<file path="src/rtl/exec_alu_stage.sv">
// Execute stage: single-cycle ALU ops plus a 32-iteration shift-add multiply,
// with results presented through a one-entry valid/ready output register.
module exec_alu_stage #(
  parameter int DATA_W = 32,
  parameter int CNT_W  = 5
) (
  input  logic              clk,
  input  logic              rst,
  input  logic              in_valid,
  output logic              in_ready,
  input  logic [2:0]        op,
  input  logic [DATA_W-1:0] read1,
  input  logic [DATA_W-1:0] read2,
  output logic              out_valid,
  input  logic              out_ready,
  output logic [DATA_W-1:0] result,
  output logic              zero,
  output logic              busy
);

  localparam logic [2:0] OP_ADD = 3'b000;
  localparam logic [2:0] OP_SUB = 3'b001;
  localparam logic [2:0] OP_AND = 3'b010;
  localparam logic [2:0] OP_OR  = 3'b011;
  localparam logic [2:0] OP_XOR = 3'b100;
  localparam logic [2:0] OP_SLT = 3'b101;
  localparam logic [2:0] OP_SLL = 3'b110;
  localparam logic [2:0] OP_MUL = 3'b111;

  typedef enum logic {
    IDLE = 1'b0,
    MUL  = 1'b1
  } state_t;

  state_t r_state;
  state_t w_nextState;

  logic [DATA_W-1:0] r_mcand;
  logic [DATA_W-1:0] r_mplier;
  logic [DATA_W-1:0] r_acc;
  logic [CNT_W-1:0]  r_cnt;

  logic              r_outValid;
  logic [DATA_W-1:0] r_result;
  logic              r_zero;

  logic              w_accept;
  logic [DATA_W-1:0] w_aluResult;
  logic [DATA_W-1:0] w_mulSum;
  logic              w_loadResult;
  logic [DATA_W-1:0] w_loadValue;
  logic              w_startMul;
  logic              w_mulStep;
  logic              w_sltBit;

  assign in_ready  = (r_state == IDLE) && (!r_outValid || out_ready);
  assign w_accept  = in_valid && in_ready;
  assign out_valid = r_outValid;
  assign result    = r_result;
  assign zero      = r_zero;
  assign busy      = (r_state == MUL);

  assign w_sltBit = ($signed(read1) < $signed(read2));
  assign w_mulSum = r_acc + (r_mplier[0] ? r_mcand : '0);

  always_comb begin
    w_aluResult = '0;
    case (op)
      OP_ADD: w_aluResult = read1 + read2;
      OP_SUB: w_aluResult = read1 - read2;
      OP_AND: w_aluResult = read1 & read2;
      OP_OR:  w_aluResult = read1 | read2;
      OP_XOR: w_aluResult = read1 ^ read2;
      OP_SLT: w_aluResult = {{(DATA_W-1){1'b0}}, w_sltBit};
      OP_SLL: w_aluResult = read1 << read2[CNT_W-1:0];
      OP_MUL: w_aluResult = '0;
      default: w_aluResult = '0;
    endcase
  end

  always_ff @(posedge clk) begin
    if (rst) begin
      r_state <= IDLE;
    end else begin
      r_state <= w_nextState;
    end
  end

  // The last multiply step folds its partial product straight into the result register.
  always_comb begin
    w_nextState  = r_state;
    w_loadResult = 1'b0;
    w_loadValue  = w_aluResult;
    w_startMul   = 1'b0;
    w_mulStep    = 1'b0;
    case (r_state)
      IDLE: begin
        if (w_accept) begin
          if (op == OP_MUL) begin
            w_startMul  = 1'b1;
            w_nextState = MUL;
          end else begin
            w_loadResult = 1'b1;
          end
        end
      end
      MUL: begin
        w_mulStep = 1'b1;
        if (r_cnt == '1) begin
          w_loadResult = 1'b1;
          w_loadValue  = w_mulSum;
          w_nextState  = IDLE;
        end
      end
      default: w_nextState = IDLE;
    endcase
  end

  always_ff @(posedge clk) begin
    if (rst) begin
      r_mcand  <= '0;
      r_mplier <= '0;
      r_acc    <= '0;
      r_cnt    <= '0;
    end else if (w_startMul) begin
      r_mcand  <= read1;
      r_mplier <= read2;
      r_acc    <= '0;
      r_cnt    <= '0;
    end else if (w_mulStep) begin
      r_acc    <= w_mulSum;
      r_mcand  <= r_mcand << 1;
      r_mplier <= r_mplier >> 1;
      r_cnt    <= r_cnt + CNT_W'(1);
    end
  end

  // A multiply start only happens when the old result is gone or leaving this edge.
  always_ff @(posedge clk) begin
    if (rst) begin
      r_outValid <= 1'b0;
      r_result   <= '0;
      r_zero     <= 1'b0;
    end else if (w_loadResult) begin
      r_outValid <= 1'b1;
      r_result   <= w_loadValue;
      r_zero     <= (w_loadValue == '0);
    end else if (out_ready) begin
      r_outValid <= 1'b0;
    end
  end

endmodule

</file>
<file path="config.mk">
export PLATFORM = sky130hd
export DESIGN_NAME = exec_alu_stage
export DESIGN_NICKNAME = d
export VERILOG_FILES = /design/src/rtl/exec_alu_stage.sv
export SDC_FILE = /design/constraint.sdc
export NUM_CORES = 1
export LEC_CHECK = 0
export ABC_AREA = 1
export BUFFER_PORTS_ARGS = -buffer_cell sky130_fd_sc_hd__buf_2
export CORE_MARGIN = 2
export CORE_UTILIZATION = 50
export DETAILED_ROUTE_END_ITERATION = 16
export PLACE_DENSITY = 0.66
export REMOVE_ABC_BUFFERS = 1
export SYNTH_ARGS = -nofsm -noshare
export SYNTH_HDL_FRONTEND = slang
export SYNTH_SLANG_ARGS = --single-unit
</file>
<file path="constraint.sdc">
create_clock -name clk -period 3.63 [get_ports clk]
set_clock_uncertainty 0.05 [all_clocks]
set_input_delay 0.1815 -clock clk [delete_from_list [all_inputs] [get_ports clk]]
set_output_delay 0.1815 -clock clk [all_outputs]
set_load 0.1 [all_outputs]
</file>
Word level (Yosys, flattened, before mapping)
Index checks and enable logic that the tools add are counted.
{"block": "totals", "out_inout_bits": 36, "register_bits": 136, "in_bits": 71, "word_cells": 55}
{"block": "classes", "n_reduce_logical": 9, "n_shift": 1, "n_addsub": 4, "order_cmp": 1, "eq_ne": 8, "bitwise": 4, "n_mux": 20}
{"operator": "32-bit case mux with 8 select lines", "count": 1}
{"operator": "32-bit two-way mux", "count": 7}
{"operator": "32-bit adder", "count": 2}
{"operator": "32-bit AND", "count": 1}
{"operator": "32-bit zero test", "count": 1}
{"operator": "32-bit < comparator", "count": 1}
{"operator": "32-bit OR", "count": 1}
{"operator": "32-bit by 5-bit << shifter with 32-bit output", "count": 1}
{"operator": "32-bit subtractor", "count": 1}
{"operator": "32-bit bitwise XOR", "count": 1}
{"operator": "3-bit == test, second input constant", "count": 4}
{"operator": "1-bit two-way mux", "count": 10}
{"operator": "3-bit by 2-bit == test with 1-bit output, second input constant", "count": 2}
{"operator": "5-bit by 1-bit adder with 5-bit output, second input constant", "count": 1}
{"operator": "5-bit == test, second input constant", "count": 1}
{"operator": "1-bit case mux with 2 select lines", "count": 2}
{"operator": "2-bit nonzero test", "count": 2}
{"operator": "3-bit by 1-bit == test with 1-bit output, second input constant", "count": 1}
{"operator": "3-bit zero test", "count": 1}
{"operator": "1-bit logical AND", "count": 2}
{"operator": "2-bit OR reduction", "count": 1}
{"operator": "1-bit zero test", "count": 1}
{"operator": "1-bit logical OR", "count": 1}
{"operator": "1-bit NOT", "count": 1}

Longest topological paths before layout
{"block": "logic_depth", "ltp_word": 7, "depth_mapped": 24, "mapped_depth_nobuf": 22}

Least setup slack after synthesis
Ideal clock, no wire load.
{"block": "synth_path", "path_type": "register to register", "from": "register r_state (netlist: busy)", "to": "register r_mplier[1]", "path_buffers": 3, "required_ps": 3506, "path_stages_with_launch": 9, "setup_time_ps": 74, "t_arrival_ps": 3443, "period_less_slack_ps": 3567, "slack_ps": 63, "cell_sequence": "dfxtp_1 > buf_2 > nor2_1 > nand3_1 > inv_1 > clkbuf_1 > clkbuf_1 > nand2_1 > a31oi_1"}
{"block": "synth_between", "elab_chain_len": 6, "elab_cells_between_ends": 8, "cone_classes": "mux: 4; bitwise: 1; reduce/logical: 3"}
{"element": "from (decl)", "line": "35", "text": "state_t r_state;"}
{"element": "from (signal assigned)", "line": "85", "text": "r_state <= w_nextState;"}
{"element": "1-bit NOT (*)"}
{"element": "1-bit logical AND (*)", "line": "56", "text": "assign in_ready = (r_state == IDLE) && (!r_outValid || out_ready);"}
{"element": "named net in_ready", "line": "10", "text": "output logic in_ready,"}
{"element": "1-bit logical AND (*)", "line": "57", "text": "assign w_accept = in_valid && in_ready;"}
{"element": "1-bit two-way mux (*)", "line": "98", "text": "if (w_accept) begin"}
{"element": "1-bit two-way mux (*)", "line": "96", "text": "case (r_state)"}
{"element": "32-bit two-way mux / 2-bit nonzero test (equally long branches)"}
{"element": "to (signal assigned)", "line": "127", "text": "r_mplier <= read2;"}
{"element": "to (signal assigned)", "line": "133", "text": "r_mplier <= r_mplier >> 1;"}
{"element": "to (decl)", "line": "39", "text": "logic [DATA_W-1:0] r_mplier;"}
Mark *: on every way through the listed nets, which the timed path passes. The rest lies on a longest branch.
A chain may end at the register's enable or synchronous reset.

Final worst setup path
{"block": "layout_path", "from": "input port read2[14]", "to": "register r_zero (netlist: zero)"}
{"block": "layout_between", "elab_chain_len": 5, "elab_cells_between_ends": 10, "cone_classes": "add/sub: 2; order compare: 1; mux: 3; bitwise: 3; reduce/logical: 1"}
{"element": "from (decl)", "line": "13", "text": "input logic [DATA_W-1:0] read2,"}
{"element": "32-bit subtractor (tied with other cells)", "line": "70", "text": "OP_SUB: w_aluResult = read1 - read2;"}
{"element": "32-bit case mux with 8 select lines (*)", "line": "68", "text": "case (op)"}
{"element": "32-bit two-way mux", "line": "109", "text": "if (r_cnt == '1) begin"}
{"element": "32-bit two-way mux (*)", "line": "96"}
{"element": "32-bit zero test (*)", "line": "147", "text": "r_zero <= (w_loadValue == '0);"}
{"element": "to (signal assigned)", "line": "147"}
{"element": "to (decl)", "line": "45", "text": "logic r_zero;"}
Mark *: on every way between the ends. The rest lies on a longest branch, timed or not.

==> results.ini <==
[logic_synthesis]
async_reset_ff_share_pct=0
seq_area_frac_synth_pct=16.97
yosysUniqueCellTypes=52
synth-seq-cells=136
netlist_instances=2849
yosysWarnings=0
synth_edf_count=0
synth_area_um2=16040
avgSynthCellArea_um2=5.630
synth_flop_cell=dfxtp_1

[finish]
layout-drive-gt1-share_pct=9.029
fin_nets=3126
area_growth_pct=10.42
layout.cells.non_filler=3337
insertedDiodeCount=0
post-route-util_pct=56.13
fillers=3304

[critical_path]
crit-reg2reg-capture=zero
worst_path_most_repeated_cell=nand2_1
cp.depth=20
cpPeakStageDelay_ns=0.56
critPathRequiredTime_ns=3.97
crit_slowest_cell=dlygate4sd3_1
path_cells=dlygate4sd3_1, buf_2, inv_1, ha_1, nand2_1, inv_1, nand2_1, nor2_1, nand4_1, nand3b_1, nand2_1, nand2_1, o21ai_0, o21ai_1, nand2_1, nor2_1, nand2_1, nor2_1, nand3_1, a21oi_1
path_max_fanout=10
crit_path_end=zero
startpoint=read2[14]
cp-start-kind=input pin
reg2regPathDepth=20
crit_buf_inv=4
rrSetupSlack_ns=0.29
crit_type=in2reg
worstSetupEndpointType=flip-flop
path_delay_family=simple AND/OR/NAND/NOR gates
r2r_start=r_mcand[0]
crit_arrival_ns=3.71

[placed_design]
gp_congestion=1.090
dp.cells=3278
portBuffers=106
dp_hpwl_um=54350

[drt]
drt_drc_violations_left=0
viasPerCell=5.881
wl_um=68420
drtIter0Drc=2892
drt_pass1_iterations=6
post_drt_wl_per_cell_um=20.50
num_vias=19630
ant_nets=0

[global_route]
grt_max_degree=76
antenna_found_initial=0
grt-ovfl-total=0
grt_pass1_vias=18440
grt_usage_pct=40.32
grt_pass1_wl_um=103000

[job]
maxCapViolCount=0

[floorplan]
start_util_pct=50.83
dieArea_um2=33530
die_h_um=183.1
num_io_pins=107
die_width_um=183.1
rows=65
fp.coreArea_um2=31560

[timing]
slew_violations=0
max_freq_mhz=296.9
hold_viol_final=0
setup_viol=0
max_slew.worst_pin.slew_ns=1.091
period_share_pct=92.77
fin_crit_ns=3.368
slew-limit-headroom_pct=27.22

[pwr]
peakVddDrop_mv=0.3588
power.leakage_nw=9.341
power_density_nw_per_um2=308.2

[hold_path]
hp-class=in2reg
min_path_cells=3

[cts]
clock_sink_count=136
htree_levels=4
numCtsBuffers=17
cts_max_path_buffers=2
clkLatencyLatePin_ns=0.46
cts_tree=done
clk_pin_slew_worst_paths_ns=0.07
clock-root-buffer=clkbuf_16

[run_status]
status=complete, no violations

[power breakdown]
group / switching (W) / internal (W) / total (W)
Clock: 0.000847 / 0.000972 / 0.00182
Sequential: 0.0000458 / 0.00156 / 0.00160
Combinational: 0.00151 / 0.000530 / 0.00204
Total: 0.00240 / 0.00306 / 0.00546
[kinds of logic after synthesis]
logic type,count (synthesis),share of synthesized area [%]
buffers and inverters,570,14.49
flip-flops,136,16.97
XOR/XNOR,19,1.038
AO/OA/AOI/OAI,458,16.70
adder cells (fa/ha/maj),133,10.52
AND/OR/NAND/NOR,1533,40.28
[repair_timing]
item | 4_1_cts | 5_1_grt
hold buffers | 25 | 0
resized for setup | 0 | 21
endpoints found under the hold margin | 25 | 0
endpoints found under the setup margin | 0 | 1
buffers inserted | 0 | 2
[state kept, by name, indices dropped and copies added (netlist names)]
| register | count |
|---|---|
| r_acc | 32 |
| r_mcand | 32 |
| r_mplier | 32 |
| result | 32 |
| r_cnt | 5 |
| busy | 1 |
| out_valid | 1 |
| zero | 1 |
[worst reg2reg max path, delay by kind of cell, from the launching register on]
family | cells | cell delay [ns]
buffers and inverters | 2 | 0.14
AO/OA/AOI/OAI | 3 | 0.43
AND/OR/NAND/NOR | 13 | 1.52
flip-flops | 1 | 0.41
adder cells (fa/ha/maj) | 2 | 0.71
[stage by stage]
step	TNS, ns	hold WS [ns]	power [W]	area, um^2	setup slack, ns
after floorplan	-520.79	0.2006	0.002911	15380	-4.453
after global placement	0	0.3987	0.003553	16800	0.1881
after detailed placement	0	0.4076	0.003569	16800	0.2300
after CTS	0	0.001338	0.005394	17630	0.2109
after global routing	-0.002685	0.02771	0.005684	17710	-0.002685
final	0	0.009425	0.005458	17710	0.2623
[cell usage in the layout (no fill, tap or decap), types with 20 or more instances in the layout]
cell type	netlist	final
nand3_1	313	310
a21oi_1	186	180
a22oi_1	31	31
a31oi_1	35	35
o211ai_1	46	46
dlygate4sd3_1	0	25
buf_2	31	106
nand2_1	881	878
nor3_1	21	20
nand4_1	39	39
nor2_1	221	217
buf_4	20	48
ha_1	130	128
o22ai_1	22	22
inv_1	431	429
o21ai_0	99	96
dfxtp_1	136	135
[per-layer routing]
metal	global-route usage (%)	wire, um
met1	51.70	27600
met4	19.20	3644
met3	6.573	6710
met5	0	0
met2	66.09	30460
[cell usage after synthesis, types with 4 or more instances]
master	instances	area [um^2]
a221oi_1	6	52.55
clkbuf_1	63	236.5
nand4_1	39	244.0
nand3_2	4	40.04
nand2_2	10	62.56
o22ai_1	22	137.6
xor2_1	12	105.1
o21ai_1	5	25.02
o211ai_1	46	345.3
a22oi_1	31	232.7
ha_1	130	1627
nand3_1	313	1567
nor2_2	14	87.58
nand2_1	881	3307
inv_1	431	1618
and2_1	9	56.30
or2_2	5	31.28
xnor2_1	7	61.31
buf_2	31	155.2
buf_6	9	101.4
inv_2	9	33.78
dfxtp_1	136	2723
nor2_1	221	829.6
nor3_1	21	105.1
a21oi_1	186	930.9
a31oi_1	35	219.0
buf_4	20	150.1
o21ai_0	99	495.5
nand3b_1	5	37.54
o21bai_1	10	75.07
[worst min-delay path by stage]
stage                       startpoint           end  slack [ns]
final                         read2[8]   r_mplier[8]       0.009
after global routing          read2[6]   r_mplier[6]        0.03
after CTS                     in_valid          busy       0.001
after detailed placement  r_mplier[31]  r_mplier[31]        0.41
after global placement    r_mplier[31]  r_mplier[31]        0.40
after floorplan                    rst          busy        0.20
[final cells by class]
class                   count  area (um^2)  area share, %
clock inverters            15        156.4         0.8831
well taps                 402        503.0          2.840
inverters                 443         1665          9.403
clock buffers              17        425.4          2.402
flip-flops and latches    136         2726          15.39
repair buffers            181         1172          6.620
multi-input cells        2143        11060          62.46
Power figures use the tool's default switching activity.
